==> src/rtl/aha_reset_pkg.sv <==
// Shared types and constants for the CM3 reset/debug-power controller.
package aha_reset_pkg;

  typedef enum logic [1:0] {
    ST_POR_HOLD  = 2'd0,
    ST_RUN       = 2'd1,
    ST_SRST_HOLD = 2'd2,
    ST_SRST_WAIT = 2'd3
  } sys_state_e;

  localparam int CAUSE_POR    = 0;
  localparam int CAUSE_SYSREQ = 1;
  localparam int CAUSE_WDOG   = 2;

  localparam logic [2:0] CAUSE_RESET_VAL = 3'b001;

  function automatic int max3(input int a, input int b, input int c);
    int m;
    m = (a > b) ? a : b;
    return (m > c) ? m : c;
  endfunction

endpackage

==> src/rtl/aha_reset_ctrl_if.sv <==
// Request/acknowledge and reset-output bundle between the SoC/debugger side
// (master) and the reset controller (slave).
interface aha_reset_ctrl_if;

  logic       SYSRESETREQ;
  logic       WDOG_RESET_REQ;
  logic       DBGPWRUPREQ;
  logic       DBGPWRUPACK;
  logic       DBGSYSPWRUPREQ;
  logic       DBGSYSPWRUPACK;
  logic       DBGRSTREQ;
  logic       DBGRSTACK;
  logic       CPU_SYSRESETn;
  logic       DBG_RESETn;
  logic [2:0] RESET_CAUSE;
  logic       CLR_CAUSE;

  modport master (
    output SYSRESETREQ, WDOG_RESET_REQ, DBGPWRUPREQ, DBGSYSPWRUPREQ, DBGRSTREQ, CLR_CAUSE,
    input  DBGPWRUPACK, DBGSYSPWRUPACK, DBGRSTACK, CPU_SYSRESETn, DBG_RESETn, RESET_CAUSE
  );

  modport slave (
    input  SYSRESETREQ, WDOG_RESET_REQ, DBGPWRUPREQ, DBGSYSPWRUPREQ, DBGRSTREQ, CLR_CAUSE,
    output DBGPWRUPACK, DBGSYSPWRUPACK, DBGRSTACK, CPU_SYSRESETn, DBG_RESETn, RESET_CAUSE
  );

endinterface

==> src/rtl/aha_pwr_handshake.sv <==
// Four-phase power-up REQ/ACK: ACK rises after DELAY consecutive edges with
// REQ high and falls on the first edge that sees REQ low.
module aha_pwr_handshake #(
  parameter int DELAY = 4,
  parameter int CNT_W = $clog2(DELAY + 1)
) (
  input  logic i_clk,
  input  logic i_rst_n,
  input  logic i_req,
  output logic o_ack
);

  localparam logic [CNT_W-1:0] TC      = CNT_W'(DELAY - 1);
  localparam logic [CNT_W-1:0] CNT_MAX = {CNT_W{1'b1}};

  logic [CNT_W-1:0] r_cnt;
  logic             r_ack;

  // Delay counter and registered acknowledge; a dropped REQ aborts the count.
  always_ff @(posedge i_clk or negedge i_rst_n) begin
    if (!i_rst_n) begin
      r_cnt <= '0;
      r_ack <= 1'b0;
    end else if (!i_req) begin
      r_cnt <= '0;
      r_ack <= 1'b0;
    end else if (!r_ack) begin
      if (r_cnt == TC) begin
        r_ack <= 1'b1;
        r_cnt <= '0;
      end else if (r_cnt != CNT_MAX) begin
        r_cnt <= r_cnt + CNT_W'(1);
      end
    end
  end

  assign o_ack = r_ack;

endmodule

==> src/rtl/aha_reset_ctrl.sv <==
// CM3 reset sequencer, debug power/reset handshakes and sticky reset cause.
// Build option: AHA_RESET_CTRL_REQ_SYNC_EN adds 2-flop request synchronisers.
module aha_reset_ctrl
  import aha_reset_pkg::*;
#(
  parameter int SYSRST_HOLD_CYCLES = 16,
  parameter int DBGRST_HOLD_CYCLES = 8,
  parameter int PWRUP_DELAY        = 4
) (
  input  logic              MASTER_CLK,
  input  logic              PORESETn,
  aha_reset_ctrl_if.slave   bus
);

  localparam int CNT_W = $clog2(max3(SYSRST_HOLD_CYCLES, DBGRST_HOLD_CYCLES, PWRUP_DELAY) + 1);
  localparam logic [CNT_W-1:0] SYS_TC  = CNT_W'(SYSRST_HOLD_CYCLES - 1);
  localparam logic [CNT_W-1:0] DBG_TC  = CNT_W'(DBGRST_HOLD_CYCLES - 1);
  localparam logic [CNT_W-1:0] CNT_MAX = {CNT_W{1'b1}};

  logic [4:0] w_req_raw;
  logic [4:0] w_req;
  assign w_req_raw = {bus.DBGRSTREQ, bus.DBGSYSPWRUPREQ, bus.DBGPWRUPREQ,
                      bus.WDOG_RESET_REQ, bus.SYSRESETREQ};

`ifdef AHA_RESET_CTRL_REQ_SYNC_EN
  logic [4:0] r_sync1;
  logic [4:0] r_sync2;

  // Two-stage synchroniser for asynchronous request inputs.
  always_ff @(posedge MASTER_CLK or negedge PORESETn) begin
    if (!PORESETn) begin
      r_sync1 <= 5'b00000;
      r_sync2 <= 5'b00000;
    end else begin
      r_sync1 <= w_req_raw;
      r_sync2 <= r_sync1;
    end
  end
  assign w_req = r_sync2;
`else
  assign w_req = w_req_raw;
`endif

  logic w_sysreq, w_wdog, w_dbgpwr_req, w_dbgsys_req, w_dbgrst_req, w_any_req;
  assign w_sysreq     = w_req[0];
  assign w_wdog       = w_req[1];
  assign w_dbgpwr_req = w_req[2];
  assign w_dbgsys_req = w_req[3];
  assign w_dbgrst_req = w_req[4];
  assign w_any_req    = w_sysreq | w_wdog;

  logic w_dbgpwr_ack, w_dbgsys_ack;

  aha_pwr_handshake #(.DELAY(PWRUP_DELAY), .CNT_W(CNT_W)) u_dbgpwr (
    .i_clk(MASTER_CLK), .i_rst_n(PORESETn), .i_req(w_dbgpwr_req), .o_ack(w_dbgpwr_ack)
  );

  aha_pwr_handshake #(.DELAY(PWRUP_DELAY), .CNT_W(CNT_W)) u_dbgsys (
    .i_clk(MASTER_CLK), .i_rst_n(PORESETn), .i_req(w_dbgsys_req), .o_ack(w_dbgsys_ack)
  );

  sys_state_e       r_state;
  logic [CNT_W-1:0] r_sys_cnt;
  logic [CNT_W-1:0] w_sys_cnt_inc;
  logic             r_cpu_rstn;
  logic             w_por_done;

  assign w_sys_cnt_inc = (r_sys_cnt == CNT_MAX) ? r_sys_cnt : r_sys_cnt + CNT_W'(1);
  assign w_por_done    = (r_state == ST_POR_HOLD) && (r_sys_cnt == SYS_TC);

  // System reset FSM; the hold count is never restarted by late requests.
  always_ff @(posedge MASTER_CLK or negedge PORESETn) begin
    if (!PORESETn) begin
      r_state    <= ST_POR_HOLD;
      r_sys_cnt  <= '0;
      r_cpu_rstn <= 1'b0;
    end else begin
      case (r_state)
        ST_POR_HOLD: begin
          if (r_sys_cnt == SYS_TC) begin
            r_state    <= ST_RUN;
            r_sys_cnt  <= '0;
            r_cpu_rstn <= 1'b1;
          end else begin
            r_sys_cnt  <= w_sys_cnt_inc;
          end
        end
        ST_RUN: begin
          if (w_any_req) begin
            r_state    <= ST_SRST_HOLD;
            r_sys_cnt  <= '0;
            r_cpu_rstn <= 1'b0;
          end else begin
            r_cpu_rstn <= 1'b1;
          end
        end
        ST_SRST_HOLD: begin
          if (r_sys_cnt == SYS_TC) begin
            r_sys_cnt <= '0;
            if (w_any_req) begin
              r_state    <= ST_SRST_WAIT;
            end else begin
              r_state    <= ST_RUN;
              r_cpu_rstn <= 1'b1;
            end
          end else begin
            r_sys_cnt <= w_sys_cnt_inc;
          end
        end
        ST_SRST_WAIT: begin
          if (!w_any_req) begin
            r_state    <= ST_RUN;
            r_cpu_rstn <= 1'b1;
          end
        end
        default: begin
          r_state    <= ST_POR_HOLD;
          r_sys_cnt  <= '0;
          r_cpu_rstn <= 1'b0;
        end
      endcase
    end
  end

  logic             r_dbg_rstn;
  logic             r_dbg_busy;
  logic             r_dbg_drop;
  logic             r_dbgrst_ack;
  logic [CNT_W-1:0] r_dbg_cnt;

  // Debug reset: pending until the debug domain is powered and POR is done.
  // A request that drops during the hold forfeits its acknowledge.
  always_ff @(posedge MASTER_CLK or negedge PORESETn) begin
    if (!PORESETn) begin
      r_dbg_rstn   <= 1'b0;
      r_dbg_busy   <= 1'b0;
      r_dbg_drop   <= 1'b0;
      r_dbgrst_ack <= 1'b0;
      r_dbg_cnt    <= '0;
    end else if (r_state == ST_POR_HOLD) begin
      r_dbg_rstn <= w_por_done;
    end else if (r_dbg_busy) begin
      if (!w_dbgrst_req) r_dbg_drop <= 1'b1;
      if (r_dbg_cnt == DBG_TC) begin
        r_dbg_busy   <= 1'b0;
        r_dbg_cnt    <= '0;
        r_dbg_rstn   <= 1'b1;
        r_dbg_drop   <= 1'b0;
        r_dbgrst_ack <= w_dbgrst_req & ~r_dbg_drop;
      end else if (r_dbg_cnt != CNT_MAX) begin
        r_dbg_cnt <= r_dbg_cnt + CNT_W'(1);
      end
    end else if (r_dbgrst_ack) begin
      if (!w_dbgrst_req) r_dbgrst_ack <= 1'b0;
    end else if (w_dbgrst_req && w_dbgpwr_ack) begin
      r_dbg_busy <= 1'b1;
      r_dbg_cnt  <= '0;
      r_dbg_rstn <= 1'b0;
      r_dbg_drop <= 1'b0;
    end
  end

  logic [2:0] r_cause;
  logic [2:0] w_cause_set;

  // Cause bits latch only once the system FSM has left POR_HOLD.
  always_comb begin
    w_cause_set               = 3'b000;
    w_cause_set[CAUSE_POR]    = 1'b0;
    w_cause_set[CAUSE_SYSREQ] = w_sysreq & (r_state != ST_POR_HOLD);
    w_cause_set[CAUSE_WDOG]   = w_wdog & (r_state != ST_POR_HOLD);
  end

  // Sticky cause register; a same-cycle set beats the clear per bit.
  always_ff @(posedge MASTER_CLK or negedge PORESETn) begin
    if (!PORESETn) begin
      r_cause <= CAUSE_RESET_VAL;
    end else begin
      r_cause <= (bus.CLR_CAUSE ? 3'b000 : r_cause) | w_cause_set;
    end
  end

  assign bus.DBGPWRUPACK    = w_dbgpwr_ack;
  assign bus.DBGSYSPWRUPACK = w_dbgsys_ack;
  assign bus.DBGRSTACK      = r_dbgrst_ack;
  assign bus.CPU_SYSRESETn  = r_cpu_rstn;
  assign bus.DBG_RESETn     = r_dbg_rstn;
  assign bus.RESET_CAUSE    = r_cause;

endmodule
==> src/flat_wrapper.sv <==
// flat-port wrapper written by rule: the top's interface ports become plain ports
module aha_reset_ctrl_flat import aha_reset_pkg::*;
#(
  parameter int SYSRST_HOLD_CYCLES = 16,
  parameter int DBGRST_HOLD_CYCLES = 8,
  parameter int PWRUP_DELAY        = 4
)
  (MASTER_CLK, PORESETn, bus_SYSRESETREQ, bus_WDOG_RESET_REQ, bus_DBGPWRUPREQ, bus_DBGSYSPWRUPREQ, bus_DBGRSTREQ, bus_CLR_CAUSE, bus_DBGPWRUPACK, bus_DBGSYSPWRUPACK, bus_DBGRSTACK, bus_CPU_SYSRESETn, bus_DBG_RESETn, bus_RESET_CAUSE);
  aha_reset_ctrl_if bus_i ();
  input  logic MASTER_CLK;
  input  logic PORESETn;
  input wire logic [$bits(bus_i.SYSRESETREQ)-1:0] bus_SYSRESETREQ;
  input wire logic [$bits(bus_i.WDOG_RESET_REQ)-1:0] bus_WDOG_RESET_REQ;
  input wire logic [$bits(bus_i.DBGPWRUPREQ)-1:0] bus_DBGPWRUPREQ;
  input wire logic [$bits(bus_i.DBGSYSPWRUPREQ)-1:0] bus_DBGSYSPWRUPREQ;
  input wire logic [$bits(bus_i.DBGRSTREQ)-1:0] bus_DBGRSTREQ;
  input wire logic [$bits(bus_i.CLR_CAUSE)-1:0] bus_CLR_CAUSE;
  output wire logic [$bits(bus_i.DBGPWRUPACK)-1:0] bus_DBGPWRUPACK;
  output wire logic [$bits(bus_i.DBGSYSPWRUPACK)-1:0] bus_DBGSYSPWRUPACK;
  output wire logic [$bits(bus_i.DBGRSTACK)-1:0] bus_DBGRSTACK;
  output wire logic [$bits(bus_i.CPU_SYSRESETn)-1:0] bus_CPU_SYSRESETn;
  output wire logic [$bits(bus_i.DBG_RESETn)-1:0] bus_DBG_RESETn;
  output wire logic [$bits(bus_i.RESET_CAUSE)-1:0] bus_RESET_CAUSE;
  assign bus_i.SYSRESETREQ = bus_SYSRESETREQ;
  assign bus_i.WDOG_RESET_REQ = bus_WDOG_RESET_REQ;
  assign bus_i.DBGPWRUPREQ = bus_DBGPWRUPREQ;
  assign bus_i.DBGSYSPWRUPREQ = bus_DBGSYSPWRUPREQ;
  assign bus_i.DBGRSTREQ = bus_DBGRSTREQ;
  assign bus_i.CLR_CAUSE = bus_CLR_CAUSE;
  assign bus_DBGPWRUPACK = bus_i.DBGPWRUPACK;
  assign bus_DBGSYSPWRUPACK = bus_i.DBGSYSPWRUPACK;
  assign bus_DBGRSTACK = bus_i.DBGRSTACK;
  assign bus_CPU_SYSRESETn = bus_i.CPU_SYSRESETn;
  assign bus_DBG_RESETn = bus_i.DBG_RESETn;
  assign bus_RESET_CAUSE = bus_i.RESET_CAUSE;
  aha_reset_ctrl #(.SYSRST_HOLD_CYCLES(SYSRST_HOLD_CYCLES), .DBGRST_HOLD_CYCLES(DBGRST_HOLD_CYCLES), .PWRUP_DELAY(PWRUP_DELAY)) u_core (.MASTER_CLK(MASTER_CLK), .PORESETn(PORESETn), .bus(bus_i));
endmodule
==> config.mk <==
export PLATFORM = sky130hd
export DESIGN_NAME = aha_reset_ctrl_flat
export DESIGN_NICKNAME = d
export VERILOG_FILES = /design/src/rtl/aha_reset_pkg.sv /design/src/rtl/aha_reset_ctrl_if.sv /design/src/rtl/aha_pwr_handshake.sv /design/src/rtl/aha_reset_ctrl.sv /design/src/flat_wrapper.sv
export SDC_FILE = /design/constraint.sdc
export NUM_CORES = 1
export LEC_CHECK = 0
export CAP_MARGIN = 30
export CORE_UTILIZATION = 55
export CTS_CLUSTER_SIZE = 12
export DETAILED_ROUTE_END_ITERATION = 16
export PLACE_DENSITY = 0.77
export SKIP_LAST_GASP = 1
export SLEW_MARGIN = 20
export SYNTH_ARGS = -nofsm -noshare
export SYNTH_HDL_FRONTEND = slang
export SYNTH_HIERARCHICAL = 1
export SYNTH_SLANG_ARGS = --single-unit
export TNS_END_PERCENT = 20
==> constraint.sdc <==
create_clock -name MASTER_CLK -period 3.24 [get_ports MASTER_CLK]
set_input_delay 0.972 -clock MASTER_CLK [delete_from_list [all_inputs] [get_ports MASTER_CLK]]
set_output_delay 0.972 -clock MASTER_CLK [all_outputs]
set_load 0.02 [all_outputs]
==> summary.txt <==
Status
  • Outcome: complete, no violations

Synth
  • YS warnings: 6
  • Synthesized instance count: 179
  • Top cells by area, synth: dfrtp_1, ha_1, mux2i_1
  • Post-synthesis area per instance: 10.1 um2
  • Seq cells post-synth: 32
  • Top cell type by total area after synthesis: dfrtp_1
  • Syn_nets: 199
  • Sequential area share after synthesis: 44.3%
  • Synthesized area: 1810 um2
  • Yosys top cell area share: 42.8%
  • Post-synth top flop: dfrtp_1
  • Yosys cell types: 45
  • Post-synthesis async set-or-reset flop share: 100%
  • Post-synth EDFFs: 0

Critical path
  • Critical path required time: 2.27 ns
  • Buf/Inv on CP: 1
  • Setup CP Type: reg -> out
  • Cells along the critical path: clkdlybuf4s50_1
  • Worst path depth: 1
  • Worst R2R Start: u_core/u_dbgpwr/r_cnt[0]
  • Worst Setup Start Kind: register
  • Crit path from: u_core/u_dbgpwr/o_ack
  • CP Capture Point: bus_DBGPWRUPACK
  • Slowest cell on the critical path: clkdlybuf4s50_1
  • CP arrival: 1.50 ns
  • R2R Setup Slk: 1.36 ns
  • Delay-heaviest family, CP: buffers and inverters
  • R2R cell count: 6
  • CP max FO: 8
  • Worst setup EP type: primary output
  • RR Endpoint: u_core/u_dbgpwr/r_cnt[2]
  • CP peak stage delay: 0.66 ns

Route
  • Via count: 1,386
  • Wirelength per Cell: 13.9 um
  • Pre-antenna DRT Iters: 4
  • DRC viols: 0
  • Initial drt markers: 99
  • ANT nets after route: 0
  • Number of vias per cell: 5.75
  • Drt total wl: 3350 um

Place
  • I/O Buffers: 15
  • DP Wirelength: 2410 um
  • GPL Wtd Cong: 0.807

Timing
  • # setup viols final: 0
  • RSZ-0062 raised after global routing: no
  • Least-Margin Pin Slew: 0.588 ns
  • Period utilization: 76.4%
  • Fin Hold WS: 0.493 ns
  • Hold Vio Cnt, Final: 0
  • Slew Viols, Final: 0
  • Setup TNS: 0 ns
  • Clk_skew: 0.00939 ns
  • Period minus WS final: 2.48 ns
  • Rel. slew slack: 60.5%
  • FMAX: 0.404 GHz

Finish
  • Fin nets: 216
  • Layout cell share with drive strength beyond 1: 11.2%
  • ANT cells: 0
  • Commonest non-fill, non-tap cell in the layout: dfrtp_1
  • Seq. cell area: 802 um2
  • Multi-input logic area: 925 um2
  • Most frequent cells in the layout: dfrtp_1, clkdlybuf4s50_1, inv_1, nor2_1, ha_1
  • Area Overhead vs Synth: 13.0%
  • Fillers: 256

Global route
  • Gr ovfl total: 0
  • First-pass GRT wire length: 5880 um
  • GRT Resource Usage Total: 22.6%
  • Initial antenna violation count: 0
  • Vias in the first global route: 1,357
  • Pin count of the biggest net entering global routing: 33

Min path
  • Hold_sp: u_core/bus.RESET_CAUSE[0]
  • HP Class: reg -> reg

Power and ir drop
  • VDD IR-drop max: 431 uV
  • Pwr per Cell Area: 769 nW/um2
  • Leak: 0.964 nW

Clocking
  • Post-CTS sizing: 0
  • Worst-skew pair later-pin latency: 0.33 ns
  • CTS tree: yes
  • Post-CTS setup buffers: 0
  • Worst-path clk slew: 0.10 ns
  • CTS root buffer: clkbuf_4
  • Clock sink count: 32
  • Hold_buf cts: 0
  • Number of H-tree levels: 2
  • Clk buf depth: 2
  • Num CTS Buffers: 5

Floorplanning
  • Initial Util: 58.8%
  • Die width: 59.4 um
  • Core area: 3080 um2
  • Row count: 20
  • Die ar.: 3530 um2
  • Die Ht: 59.4 um
  • IO Pins: 16

Run
  • Max cap viols: 0
[through the flow]
step / setup slack, ns / cell area (um2) / instances / total power, mW / util, %
2_1_floorplan: 1.31 / 1810 / 179 / 1.15 / -
3_3_place_gp: 0.716 / 1980 / 233 / 1.31 / 64.5
3_5_place_dp: 0.643 / 1980 / 233 / 1.35 / 64.5
4_1_cts: 0.755 / 2050 / 241 / 1.59 / 66.5
5_1_grt: 0.688 / 2050 / 241 / 1.71 / 66.5
6_report: 0.764 / 2050 / 241 / 1.57 / 66.5
[worst reg2reg max path, stage by stage, from the launching register on]
cell	delay [ns]
dfrtp_1	0.44
ha_1	0.26
and3_1	0.19
ha_1	0.22
nor2_1	0.32
a21oi_1	0.13
a41o_1	0.21
[report_power, final]
| group | internal [mW] | switching [mW] |
|---|---|---|
| clock | 0.103 | 0.132 |
| sequential | 0.519 | 0.125 |
| combinational | 0.325 | 0.369 |
| total | 0.946 | 0.627 |
[logic make-up (layout without fill, tap and decap cells)]
| logic type | Yosys count | after routing | synth area share (%) |
|---|---|---|---|
| muxes | 8 | 8 | 4.84 |
| AOI/OAI and AO/OA | 45 | 45 | 18.0 |
| DFF | 32 | 32 | 44.3 |
| buffers and inverters | 18 | 36 | 4.63 |
| and+or+nand+nor | 64 | 64 | 20.0 |
| adders and majority gates | 12 | 12 | 8.29 |
[worst min path at each step]
stage                                 to  cells past startpoint
5_1_grt        u_core/bus.RESET_CAUSE[0]                      1
2_1_floorplan          u_core/r_dbg_drop                      1
3_5_place_dp   u_core/bus.RESET_CAUSE[0]                      1
4_1_cts        u_core/bus.RESET_CAUSE[0]                      1
3_3_place_gp   u_core/bus.RESET_CAUSE[0]                      1
6_report       u_core/bus.RESET_CAUSE[0]                      1
[synth_stat cells (2+ instances only)]
library cell and count:
o22ai_1 3, a31oi_1 3, mux2i_1 5, o2bb2ai_1 2, a21oi_1 6, nor3_1 2
o311ai_2 2, nand3b_1 2, dfrtp_1 31, o21ai_0 10, o21a_1 2, a21boi_1 4
nand2_1 9, nor2_1 12, mux2_2 2, and2_1 2, nor2b_1 3, buf_6 2
nand4b_1 3, ha_1 12, a41o_1 2, a21o_1 2, and3_1 5, clkbuf_1 3
nand3_1 10, and2b_1 2, nand2b_1 2, inv_1 12, nand4_1 7, or4b_4 2
[per-layer routing]
metal  up-vias  track usage [%]  wire, um
met1       671             26.8      1520
li1        693                -         -
met2        17             38.0      1670
met4         0             8.84        47
met5         -                0         0
met3         5             6.99       115
[final cells by class]
cell class                 instances  area share (%)
clock buffer                       6            2.51
clock inverter                     2           0.489
inverter                          12            2.20
multi-input combinational        129            45.2
sequential                        32            39.2
tap                               44            2.69
timing repair buffer              16            7.71
[registers in the layout (all words and copies together), names as in the netlist]
register and count:
u_core/bus.RESET_CAUSE 3, u_core/r_state 2, u_core/bus.DBG_RESETn 1, u_core/bus.CPU_SYSRESETn 1, u_core/u_dbgsys/o_ack 1, u_core/u_dbgsys/r_cnt 5, u_core/r_sys_cnt 5, u_core/r_dbg_drop 1
u_core/u_dbgpwr/o_ack 1, u_core/u_dbgpwr/r_cnt 5, u_core/bus.DBGRSTACK 1, u_core/r_dbg_cnt 5, u_core/r_dbg_busy 1
No activity file was read; power rests on OpenSTA's default activity.
